<file path="src/rtl/instr_fetch_if.sv">
// instr_fetch_if: control and instruction-memory signals of the fetch stage.
//   slave  - fetch stage side: takes start/branch/halt/LUT-write and imem read data,
//            drives imem address, instruction word, run/done/wrap_err status and
//            the RUN-cycle counter.
//   master - environment side (top level / testbench), the mirror image.
interface instr_fetch_if #(
    parameter int unsigned PCW  = 10,
    parameter int unsigned IW   = 9,
    parameter int unsigned LUTA = 4,
    parameter int unsigned CNTW = 16
);
    logic            start;
    logic [PCW-1:0]  start_addr;
    logic            branch;
    logic            cond_met;
    logic            halt;
    logic            lut_we;
    logic [LUTA-1:0] lut_addr;
    logic [PCW-1:0]  lut_data;
    logic [IW-1:0]   imem_data;
    logic [PCW-1:0]  imem_addr;
    logic [IW-1:0]   instr;
    logic            run;
    logic            done;
    logic            wrap_err;
    logic [CNTW-1:0] cycle_cnt;

    modport slave (
        input  start, start_addr, branch, cond_met, halt,
        input  lut_we, lut_addr, lut_data, imem_data,
        output imem_addr, instr, run, done, wrap_err, cycle_cnt
    );

    modport master (
        output start, start_addr, branch, cond_met, halt,
        output lut_we, lut_addr, lut_data, imem_data,
        input  imem_addr, instr, run, done, wrap_err, cycle_cnt
    );
endinterface

</file>
<file path="src/rtl/instr_fetch.sv">
// instr_fetch: program counter and instruction-fetch stage of the 9-bit CPU.
// Sequences the PC through Idle/Run/Halted, drives the instruction-memory
// address, forwards the fetched word to the decoder and resolves taken branches
// through a programmable branch-target LUT indexed by the low instruction bits.
// Ports:
//   clk  - clock, all state updates on the rising edge
//   rst  - asynchronous active-high reset, clears all state including the LUT
//   bus  - instr_fetch_if slave modport (control inputs, imem, status outputs)
module instr_fetch #(
    parameter int unsigned PCW  = 10,
    parameter int unsigned IW   = 9,
    parameter int unsigned LUTA = 4,
    parameter int unsigned CNTW = 16
) (
    input logic          clk,
    input logic          rst,
    instr_fetch_if.slave bus
);

    localparam int unsigned LutDepth = 2 ** LUTA;

    typedef enum logic [1:0] {
        StIdle,
        StRun,
        StHalted
    } state_e;

    state_e          state_q, state_d;
    logic [PCW-1:0]  pc_q, pc_d;
    logic [CNTW-1:0] cnt_q, cnt_d;
    logic            wrap_q, wrap_d;
    logic [PCW-1:0]  lut_q [LutDepth];
    logic [LUTA-1:0] lut_idx;

    assign lut_idx = bus.imem_data[LUTA-1:0];

    always_comb begin
        state_d = state_q;
        pc_d    = pc_q;
        cnt_d   = cnt_q;
        wrap_d  = wrap_q;
        unique case (state_q)
            StIdle, StHalted: begin
                if (bus.start) begin
                    state_d = StRun;
                    pc_d    = bus.start_addr;
                    cnt_d   = '0;
                    wrap_d  = 1'b0;
                end
            end
            StRun: begin
                // The halt cycle is itself a RUN cycle and is counted.
                if (cnt_q != '1) begin
                    cnt_d = cnt_q + 1'b1;
                end
                if (bus.halt) begin
                    state_d = StHalted;
                end else if (bus.branch && bus.cond_met) begin
                    // Reads the registered LUT, so a same-cycle write is not yet visible.
                    pc_d = lut_q[lut_idx];
                end else begin
                    pc_d = pc_q + 1'b1;
                    if (pc_q == '1) begin
                        wrap_d = 1'b1;
                    end
                end
            end
            default: begin
                state_d = StIdle;
            end
        endcase
    end

    always_ff @(posedge clk or posedge rst) begin
        if (rst) begin
            state_q <= StIdle;
            pc_q    <= '0;
            cnt_q   <= '0;
            wrap_q  <= 1'b0;
        end else begin
            state_q <= state_d;
            pc_q    <= pc_d;
            cnt_q   <= cnt_d;
            wrap_q  <= wrap_d;
        end
    end

    // Branch-target LUT, writable in any state.
    always_ff @(posedge clk or posedge rst) begin
        if (rst) begin
            for (int i = 0; i < LutDepth; i++) begin
                lut_q[i] <= '0;
            end
        end else if (bus.lut_we) begin
            lut_q[bus.lut_addr] <= bus.lut_data;
        end
    end

    assign bus.imem_addr = pc_q;
    assign bus.instr     = bus.imem_data;
    assign bus.run       = (state_q == StRun);
    assign bus.done      = (state_q == StHalted);
    assign bus.wrap_err  = wrap_q;
    assign bus.cycle_cnt = cnt_q;

endmodule

</file>
<file path="src/flat_wrapper.sv">
// flat-port wrapper written by rule: the top's interface ports become plain ports
module instr_fetch_flat 
#(
    parameter int unsigned PCW  = 10,
    parameter int unsigned IW   = 9,
    parameter int unsigned LUTA = 4,
    parameter int unsigned CNTW = 16
)
  (clk, rst, bus_start, bus_start_addr, bus_branch, bus_cond_met, bus_halt, bus_lut_we, bus_lut_addr, bus_lut_data, bus_imem_data, bus_imem_addr, bus_instr, bus_run, bus_done, bus_wrap_err, bus_cycle_cnt);
  instr_fetch_if #(.PCW(PCW), .IW(IW), .LUTA(LUTA), .CNTW(CNTW)) bus_i ();
  input logic clk;
  input logic rst;
  input wire logic [$bits(bus_i.start)-1:0] bus_start;
  input wire logic [$bits(bus_i.start_addr)-1:0] bus_start_addr;
  input wire logic [$bits(bus_i.branch)-1:0] bus_branch;
  input wire logic [$bits(bus_i.cond_met)-1:0] bus_cond_met;
  input wire logic [$bits(bus_i.halt)-1:0] bus_halt;
  input wire logic [$bits(bus_i.lut_we)-1:0] bus_lut_we;
  input wire logic [$bits(bus_i.lut_addr)-1:0] bus_lut_addr;
  input wire logic [$bits(bus_i.lut_data)-1:0] bus_lut_data;
  input wire logic [$bits(bus_i.imem_data)-1:0] bus_imem_data;
  output wire logic [$bits(bus_i.imem_addr)-1:0] bus_imem_addr;
  output wire logic [$bits(bus_i.instr)-1:0] bus_instr;
  output wire logic [$bits(bus_i.run)-1:0] bus_run;
  output wire logic [$bits(bus_i.done)-1:0] bus_done;
  output wire logic [$bits(bus_i.wrap_err)-1:0] bus_wrap_err;
  output wire logic [$bits(bus_i.cycle_cnt)-1:0] bus_cycle_cnt;
  assign bus_i.start = bus_start;
  assign bus_i.start_addr = bus_start_addr;
  assign bus_i.branch = bus_branch;
  assign bus_i.cond_met = bus_cond_met;
  assign bus_i.halt = bus_halt;
  assign bus_i.lut_we = bus_lut_we;
  assign bus_i.lut_addr = bus_lut_addr;
  assign bus_i.lut_data = bus_lut_data;
  assign bus_i.imem_data = bus_imem_data;
  assign bus_imem_addr = bus_i.imem_addr;
  assign bus_instr = bus_i.instr;
  assign bus_run = bus_i.run;
  assign bus_done = bus_i.done;
  assign bus_wrap_err = bus_i.wrap_err;
  assign bus_cycle_cnt = bus_i.cycle_cnt;
  instr_fetch #(.PCW(PCW), .IW(IW), .LUTA(LUTA), .CNTW(CNTW)) u_core (.clk(clk), .rst(rst), .bus(bus_i));
endmodule
</file>
<file path="config.mk">
export PLATFORM = sky130hd
export DESIGN_NAME = instr_fetch_flat
export DESIGN_NICKNAME = d
export VERILOG_FILES = /design/src/rtl/instr_fetch_if.sv /design/src/rtl/instr_fetch.sv /design/src/flat_wrapper.sv
export SDC_FILE = /design/constraint.sdc
export NUM_CORES = 1
export LEC_CHECK = 0
export ABC_AREA = 1
export CAP_MARGIN = 20
export CORE_ASPECT_RATIO = 0.9
export CORE_MARGIN = 2
export CORE_UTILIZATION = 40
export DETAILED_ROUTE_END_ITERATION = 12
export SYNTH_ARGS = -nofsm -noshare
export SYNTH_HDL_FRONTEND = slang
export SYNTH_SLANG_ARGS = --single-unit
</file>
<file path="constraint.sdc">
create_clock -name clk -period 6.3 [get_ports clk]
set_clock_uncertainty 0.1 [all_clocks]
set_input_delay 1.26 -clock clk [delete_from_list [all_inputs] [get_ports clk]]
set_output_delay 1.26 -clock clk [all_outputs]
set_load 0.05 [all_outputs]
</file>
# Yosys cells after proc, flatten, opt, wreduce, memory -nomap -nowiden
# Cells that the tools add are included.
[op_classes]
n_addsub = 2
order_cmp = 3
n_eq_ne = 10
muxes = 21
bitwise = 2
reduce_logical = 9
[ops]
columns = ["operator", "count"]
rows = [
  ["bitwise mux 160 bit", 1],
  ["two-way mux 10 bit", 6],
  ["binary-select mux 10 bit (select 4 bit)", 1],
  ["demux 10 bit (select 4 bit)", 1],
  ["two-way mux 16 bit", 2],
  ["one-hot mux 16 bit (2 select lines)", 1],
  ["one-hot mux 10 bit (2 select lines)", 1],
  ["adder 16 x 1 -> 16 bit, second input constant", 1],
  ["inequality test 16 bit, second input constant", 1],
  ["adder 10 x 1 -> 10 bit, second input constant", 1],
  ["equality test 10 bit, second input constant", 1],
  ["greater-or-equal comparator 5 bit, second input constant", 2],
  ["NOT 4 -> 5 bit", 2],
  ["inequality test 2 bit, second input constant", 4],
  ["AND reduction 3 bit", 2],
  ["< comparator 5 x 1 -> 1 bit, second input constant", 1],
  ["AND reduction 5 bit", 1],
  ["two-way mux 1 bit", 4],
  ["two-way mux 2 bit", 2],
  ["inequality test 2 x 1 -> 1 bit, second input constant", 2],
  ["one-hot mux 2 bit (2 select lines)", 1],
  ["equality test 2 x 1 -> 1 bit, second input constant", 1],
  ["equality test 2 bit, second input constant", 1],
  ["logical AND 1 bit", 2],
  ["5 further kinds", 5],
]
[totals]
register_bits = 189
input_bits = 40
out_inout_bits = 38
wordCells = 67

# Logic depth before layout (Yosys ltp)
# Gate-level depths: netlist of the first run.
[logic_depth]
depth_word = 7
ltp_mapped = 12
ltp_nobuf = 11

# Least setup slack after synthesis of the first run
# Ideal clock, no wire load.
[synth_path]
path_kind = "input port to output port"
start = "input port bus_imem_data[0]"
end = "output port bus_instr[0]"
t_arrival_ps = 1430
required_time_ps = 4940
setup_slack_ps = 3510
stages = 1
n_path_buf = 1
path_cell_list = "buf_4"
[synth_lines]
columns = ["item", "line", "source"]
rows = [
  ["from (decl)", "flat_wrapper.sv:21", "input wire logic [$bits(bus_i.imem_data)-1:0] bus_imem_data;"],
  ["to (decl)", "flat_wrapper.sv:23", "output wire logic [$bits(bus_i.instr)-1:0] bus_instr;"],
]
# No word-level cell between the ends.

# Worst setup path in the final report of the first run
[layout_path]
start = "input port bus_imem_data[2]"
end = "output port bus_instr[2]"
# No word-level cell between the ends.

==> impl_metrics.tcl, run 1 <==
set metrics [dict create \
    rsz0062_at_grt "no" \
    p_int_mw 2.383 \
    path_common_cell "clkdlybuf4s50_1" \
    p_leak_nw 5.337 \
    synthSimpleGateAreaFrac_pct 28.19 \
    grt_max_degree 76 \
    port_buffers 67 \
    status "finished clean" \
    start_util_pct 40.58 \
    fin_tns_setup_ps 0 \
    worst_pin_slew_ps 992.6 \
    power_density_mw_per_mm2 329.9 \
    crit_chain "clkdlybuf4s50_1 -> clkdlybuf4s50_1" \
    vdd_drop_max_mv 0.1933 \
    num_antenna_cells 0 \
    track_usage_pct 21.50 \
    die_area_mm2 0.02574 \
    synth.distinct_cells 35 \
    drv_slew 0 \
    hold_path.class "reg -> reg" \
    synthesis.nets 1365 \
    synth_cells 1323 \
    post_cts_buffers 0 \
    cts_max_level 4 \
    ys_seq_area_share_pct 48.32 \
    core_mm2 0.02412 \
    synth_seq_cells 189 \
    wl_per_cell_um 16.17 \
    ctsResizeCount 0 \
    syn_area_per_cell_um2 7.398 \
    slew_headroom_pct 33.75 \
    cpPeakStageDelay_ps 1050 \
    muxShareOfSynthArea_pct 0 \
    antenna_found_initial 1 \
    finalInstanceArea_mm2 0.01105 \
    path_clk_slew_ps 70 \
    cp_slowest_cell "clkdlybuf4s50_1" \
    via_per_inst 5.076 \
    grt_pass1_wl_um 43350 \
    ys_warn_count 0 \
    vias 8365 \
    hold_buffers 0 \
    path_max_fanout 20 \
    cpLargestDelayFamily "buffers and inverters" \
    max_freq_mhz 216.3 \
    numClockSinks 189 \
    power_frac_clock_pct 29.9 \
    dpl-instance-area_mm2 0.01047 \
    dr.pass1.iters 5 \
    boundaryPins 78 \
    clock_latency_ps 440 \
    routed_wl_um 26650 \
    crit_required_ps 4940 \
    path_class "in -> out" \
    synth-compound-area-share_pct 11.58 \
    die_h_um 152.4 \
    final_common_cell "nand2_1" \
    max_cap_viol_count 0 \
    syn_to_final_growth_pct 12.90 \
    cts_inserted_buffers 17 \
    rrSetupSlack_ps 3970 \
    drive_gt1_share_pct 6.567 \
    grt_pass1_vias 7640 \
    fillers 2445 \
    worst_ep_arrival_time_ps 3260 \
    hpwl_um 17340 \
    netlist_area_mm2 0.009788 \
    path_buf_inv 2 \
    ys.flop_type "dfrtp_1" \
    rows 54 \
    nets 1369 \
    cts_buffer_depth 2 \
    p_switching_mw 1.262 \
    layout_worst_path_cycle_share_pct 73.37 \
    synthArstFlopShare_pct 100.0 \
    synth_top_family_by_area "simple AND/OR/NAND/NOR gates" \
    synth-adder-area-share_pct 0.2557 \
    drc 0 \
    power.sequential.fraction_pct 44.5 \
    clockRootBuffer "clkbuf_16" \
    final_cell_mix "nand2_1 (418), dfrtp_1 (189), inv_1 (155)" \
    synth_edf_count 0 \
    drt_first_iter_violations 811 \
    gr-total-overflow 0 \
    ant_nets 0 \
    fp.dieW_um 168.9 \
    switching_share_pct 34.63 \
    power_frac_comb_pct 25.6 \
    cts_tree "yes" \
    synth-xor-area-share_pct 0.8053 \
    setup.worst_path.start_class "input pin" \
    worst_setup_path_end_kind "output port" \
    setup-violations-final 0 \
    gp_congestion 0.8691 \
    timing.final.hold_violations 0 \
    period_needed_ps 4622 \
]
## final cells by class
type | instances | area [um2] | share of cell area (%)
clock buffer | 19 | 442.9 | 4.008
clock inverter | 13 | 141.4 | 1.279
inverter | 166 | 631.9 | 5.718
multi-input combinational | 879 | 4006 | 36.25
sequential | 189 | 4730 | 42.80
tap | 308 | 385.4 | 3.487
timing repair buffer | 74 | 713.2 | 6.454
## final timing paths
kind	from	end	cells past startpoint
max in group asynchronous	rst	u_core.lut_q[36]	3
min	u_core.lut_q[149]	u_core.lut_q[149]	2
max reg2reg	u_core.state_q[1]	u_core.bus.cycle_cnt[2]	8
max	bus_imem_data[2]	bus_instr[2]	2
min reg2reg	u_core.lut_q[149]	u_core.lut_q[149]	2
min in group asynchronous	rst	u_core.lut_q[63]	2
## power by group through the flow
stage	Clock [mW]	Sequential, mW	Combinational (mW)
floorplan	0	1.74	0.575
finish	1.09	1.62	0.933
CTS	1.11	1.62	0.939
detailed placement	0	1.64	0.934
global placement	0	1.63	0.919
global route	1.17	1.66	1.06
## sequential cells by signal (all words and copies together) (netlist names)
signal	flops
u_core.bus.wrap_err	1
u_core.bus.cycle_cnt	16
u_core.bus.imem_addr	10
u_core.state_q	2
u_core.lut_q	160
## kinds of logic (layout without fill, tap and decap cells)
kind of cell,count (synthesis),count (layout)
AO/OA/AOI/OAI,210,210
XOR/XNOR,9,9
adder cells (fa/ha/maj),2,2
buffers and inverters,255,272
flip-flops,189,189
AND/OR/NAND/NOR,658,658
## stage by stage
step	hold WS (ps)	setup slack (ps)	cells	total power [mW]	util (%)
after CTS	385.0	1689	1648	3.664	45.81
after detailed placement	368.5	1689	1616	2.576	43.39
after floorplan	347.8	2506	1323	2.311	-
after global routing	405.0	1637	1648	3.880	45.81
after global placement	360.9	1705	1616	2.554	43.39
final	385.6	1678	1648	3.645	45.81
## synthesized netlist by cell type (3+ instances only)
master | number | area (um2)
o21ai_0 | 148 | 740.7
inv_2 | 9 | 33.78
o21ai_2 | 10 | 87.58
nand4_1 | 6 | 37.54
nor2_4 | 5 | 56.30
buf_4 | 15 | 112.6
nor2_2 | 3 | 18.77
xor2_1 | 7 | 61.31
nor3_1 | 7 | 35.03
nand3_1 | 132 | 660.6
dfrtp_1 | 189 | 4730
nand2_1 | 418 | 1569
inv_1 | 156 | 585.6
nand2_2 | 9 | 56.30
nor2_1 | 73 | 274.0
a21oi_1 | 10 | 50.05
clkbuf_1 | 55 | 206.5
o211ai_1 | 5 | 37.54
buf_2 | 16 | 80.08
o21ai_1 | 30 | 150.1
## worst register-to-register path: cells and delay by family, from the launching register on
family	cells	cell delay (ps)
and+or+nand+nor	5	1020
buffers and inverters	3	750
DFF	1	360
## per-layer routing
metal	part of all wire [%]	GRT usage [%]	wire, um	vias up
li1	-	-	-	4139
met1	50	32.99	13360	3976
met2	43	31.89	11550	234
met3	5.7	4.182	1508	16
met4	0.88	3.612	235	0
met5	0	0	0	-
Note: power is estimated with default switching activity, not from simulation.
==> run 2, diff against run 1 <==
- clock period: 6.3 -> 3.85 ns (I/O delays scaled with it)
==> impl_metrics.tcl, run 2 (same netlist as run 1, synthesis figures left out) <==
set metrics [dict create \
    vias 8413 \
    gr-total-overflow 0 \
    die_h_um 152.4 \
    drv_slew 0 \
    ctsResizeCount 0 \
    wl_per_cell_um 15.91 \
    drt_first_iter_violations 804 \
    nets 1378 \
    rows 54 \
    max_freq_mhz 297.1 \
    path_clk_slew_ps 60 \
    grt_pass1_wl_um 42880 \
    crit_required_ps 2980 \
    antenna_found_initial 0 \
    grt_pass1_vias 7699 \
    via_per_inst 5.083 \
    cts_max_level 4 \
    dp.cells 1625 \
    path_max_fanout 26 \
    vdd_drop_max_mv 0.3106 \
    p_leak_nw 5.377 \
    power_density_mw_per_mm2 531.7 \
    hpwl_um 16980 \
    drive_gt1_share_pct 6.904 \
    status "finished clean" \
    cts_inserted_buffers 17 \
    utilization_pct 46.19 \
    timing.final.hold_violations 0 \
    period_needed_ps 3366 \
    ant_nets 0 \
    path_class "reg -> out" \
    worst_setup_path_end_kind "output port" \
    rsz0062_at_grt "no" \
    largest_reg_flops 160 \
    layout_worst_path_cycle_share_pct 87.42 \
    cts_tree "yes" \
    dr.pass1.iters 6 \
    worst_pin_slew_ps 1055 \
    grt_max_degree 94 \
    gp_congestion 0.8321 \
    setup.worst_path.start_class "flop" \
    routed_wl_um 26340 \
    cp_slowest_cell "clkdlybuf4s50_1" \
    crit_chain "inv_1 -> nand2_1 -> inv_2 -> clkdlybuf4s50_1" \
    drc 0 \
    setup-violations-final 0 \
    start_util_pct 40.58 \
    core_mm2 0.02412 \
    cts_buffer_depth 2 \
    worst_ep_arrival_time_ps 2500 \
    largest_register "u_core.lut_q" \
    fillers 2461 \
    max_cap_viol_count 0 \
    fin_tns_setup_ps 0 \
    syn_to_final_growth_pct 13.83 \
    final_common_cell "nand2_1" \
    slew_headroom_pct 29.65 \
    track_usage_pct 21.17 \
    final_cell_mix "nand2_1 (418), dfrtp_1 (189), inv_1 (155)" \
    clock_latency_ps 430 \
    numClockSinks 189 \
    hold_buffers 0 \
    fp.dieW_um 168.9 \
    hold_path.class "reg -> reg" \
    post_cts_buffers 0 \
    num_antenna_cells 0 \
    die_area_mm2 0.02574 \
    port_buffers 67 \
    cpPeakStageDelay_ps 890 \
    clockRootBuffer "clkbuf_16" \
    boundaryPins 78 \
    fin_cells 1655 \
]
-- run 2: path summary, 6_finish.rpt --
path / from / endpoint / slack (ps) / cells after the start
setup / recovery: u_core.state_q[1] / bus_run / 480 / 4
hold / removal: u_core.lut_q[132] / u_core.lut_q[132] / 380 / 2
setup reg to reg: u_core.state_q[1] / u_core.bus.cycle_cnt[2] / 1640 / 8
hold reg to reg: u_core.lut_q[132] / u_core.lut_q[132] / 380 / 2
max in group asynchronous: rst / u_core.lut_q[16] / 2150 / 3
min in group asynchronous: rst / u_core.lut_q[64] / 730 / 2
-- run 2: per-stage QoR --
step | hold WS, ps | area (um2) | setup slack (ps) | power [mW]
after floorplan | 347.8 | 9792 | 545.5 | 3.782
after global placement | 362.6 | 10580 | 911.8 | 4.178
after detailed placement | 372.1 | 10580 | 897.4 | 4.212
after CTS | 388.4 | 11140 | 436.6 | 5.968
after global routing | 407.1 | 11140 | 343.7 | 6.300
final | 384.8 | 11140 | 484.2 | 5.924
-- run 2: worst max-delay path: cells and delay by family, from the launching register on --
family	cells	cell delay (ps)
buf+inv	3	1430
flops	1	360
simple gates	1	280
-- run 2: area by class of cell --
type / count / area (um2) / share of cell area (%)
Timing Repair Buffer: 83 / 828.3 / 7.434
Clock inverter: 10 / 118.9 / 1.067
Multi-Input combinational cell: 879 / 4001 / 35.91
Clock buffer: 20 / 446.7 / 4.009
Inverter: 166 / 631.9 / 5.671
Sequential cell: 189 / 4730 / 42.45
Tap cell: 308 / 385.4 / 3.459
-- run 2: power by group --
part,internal [mW],switching (mW)
logic,0.530,0.991
clock network,0.967,0.779
registers,2.40,0.255
-- run 2: per-layer routing --
layer	vias to the layer above	part of all wire (%)	GRT usage (%)
met1	3979	50	32.16
met2	245	43	31.28
met5	-	0	0
met3	23	5.1	3.636
met4	0	1.5	5.296
li1	4166	-	-
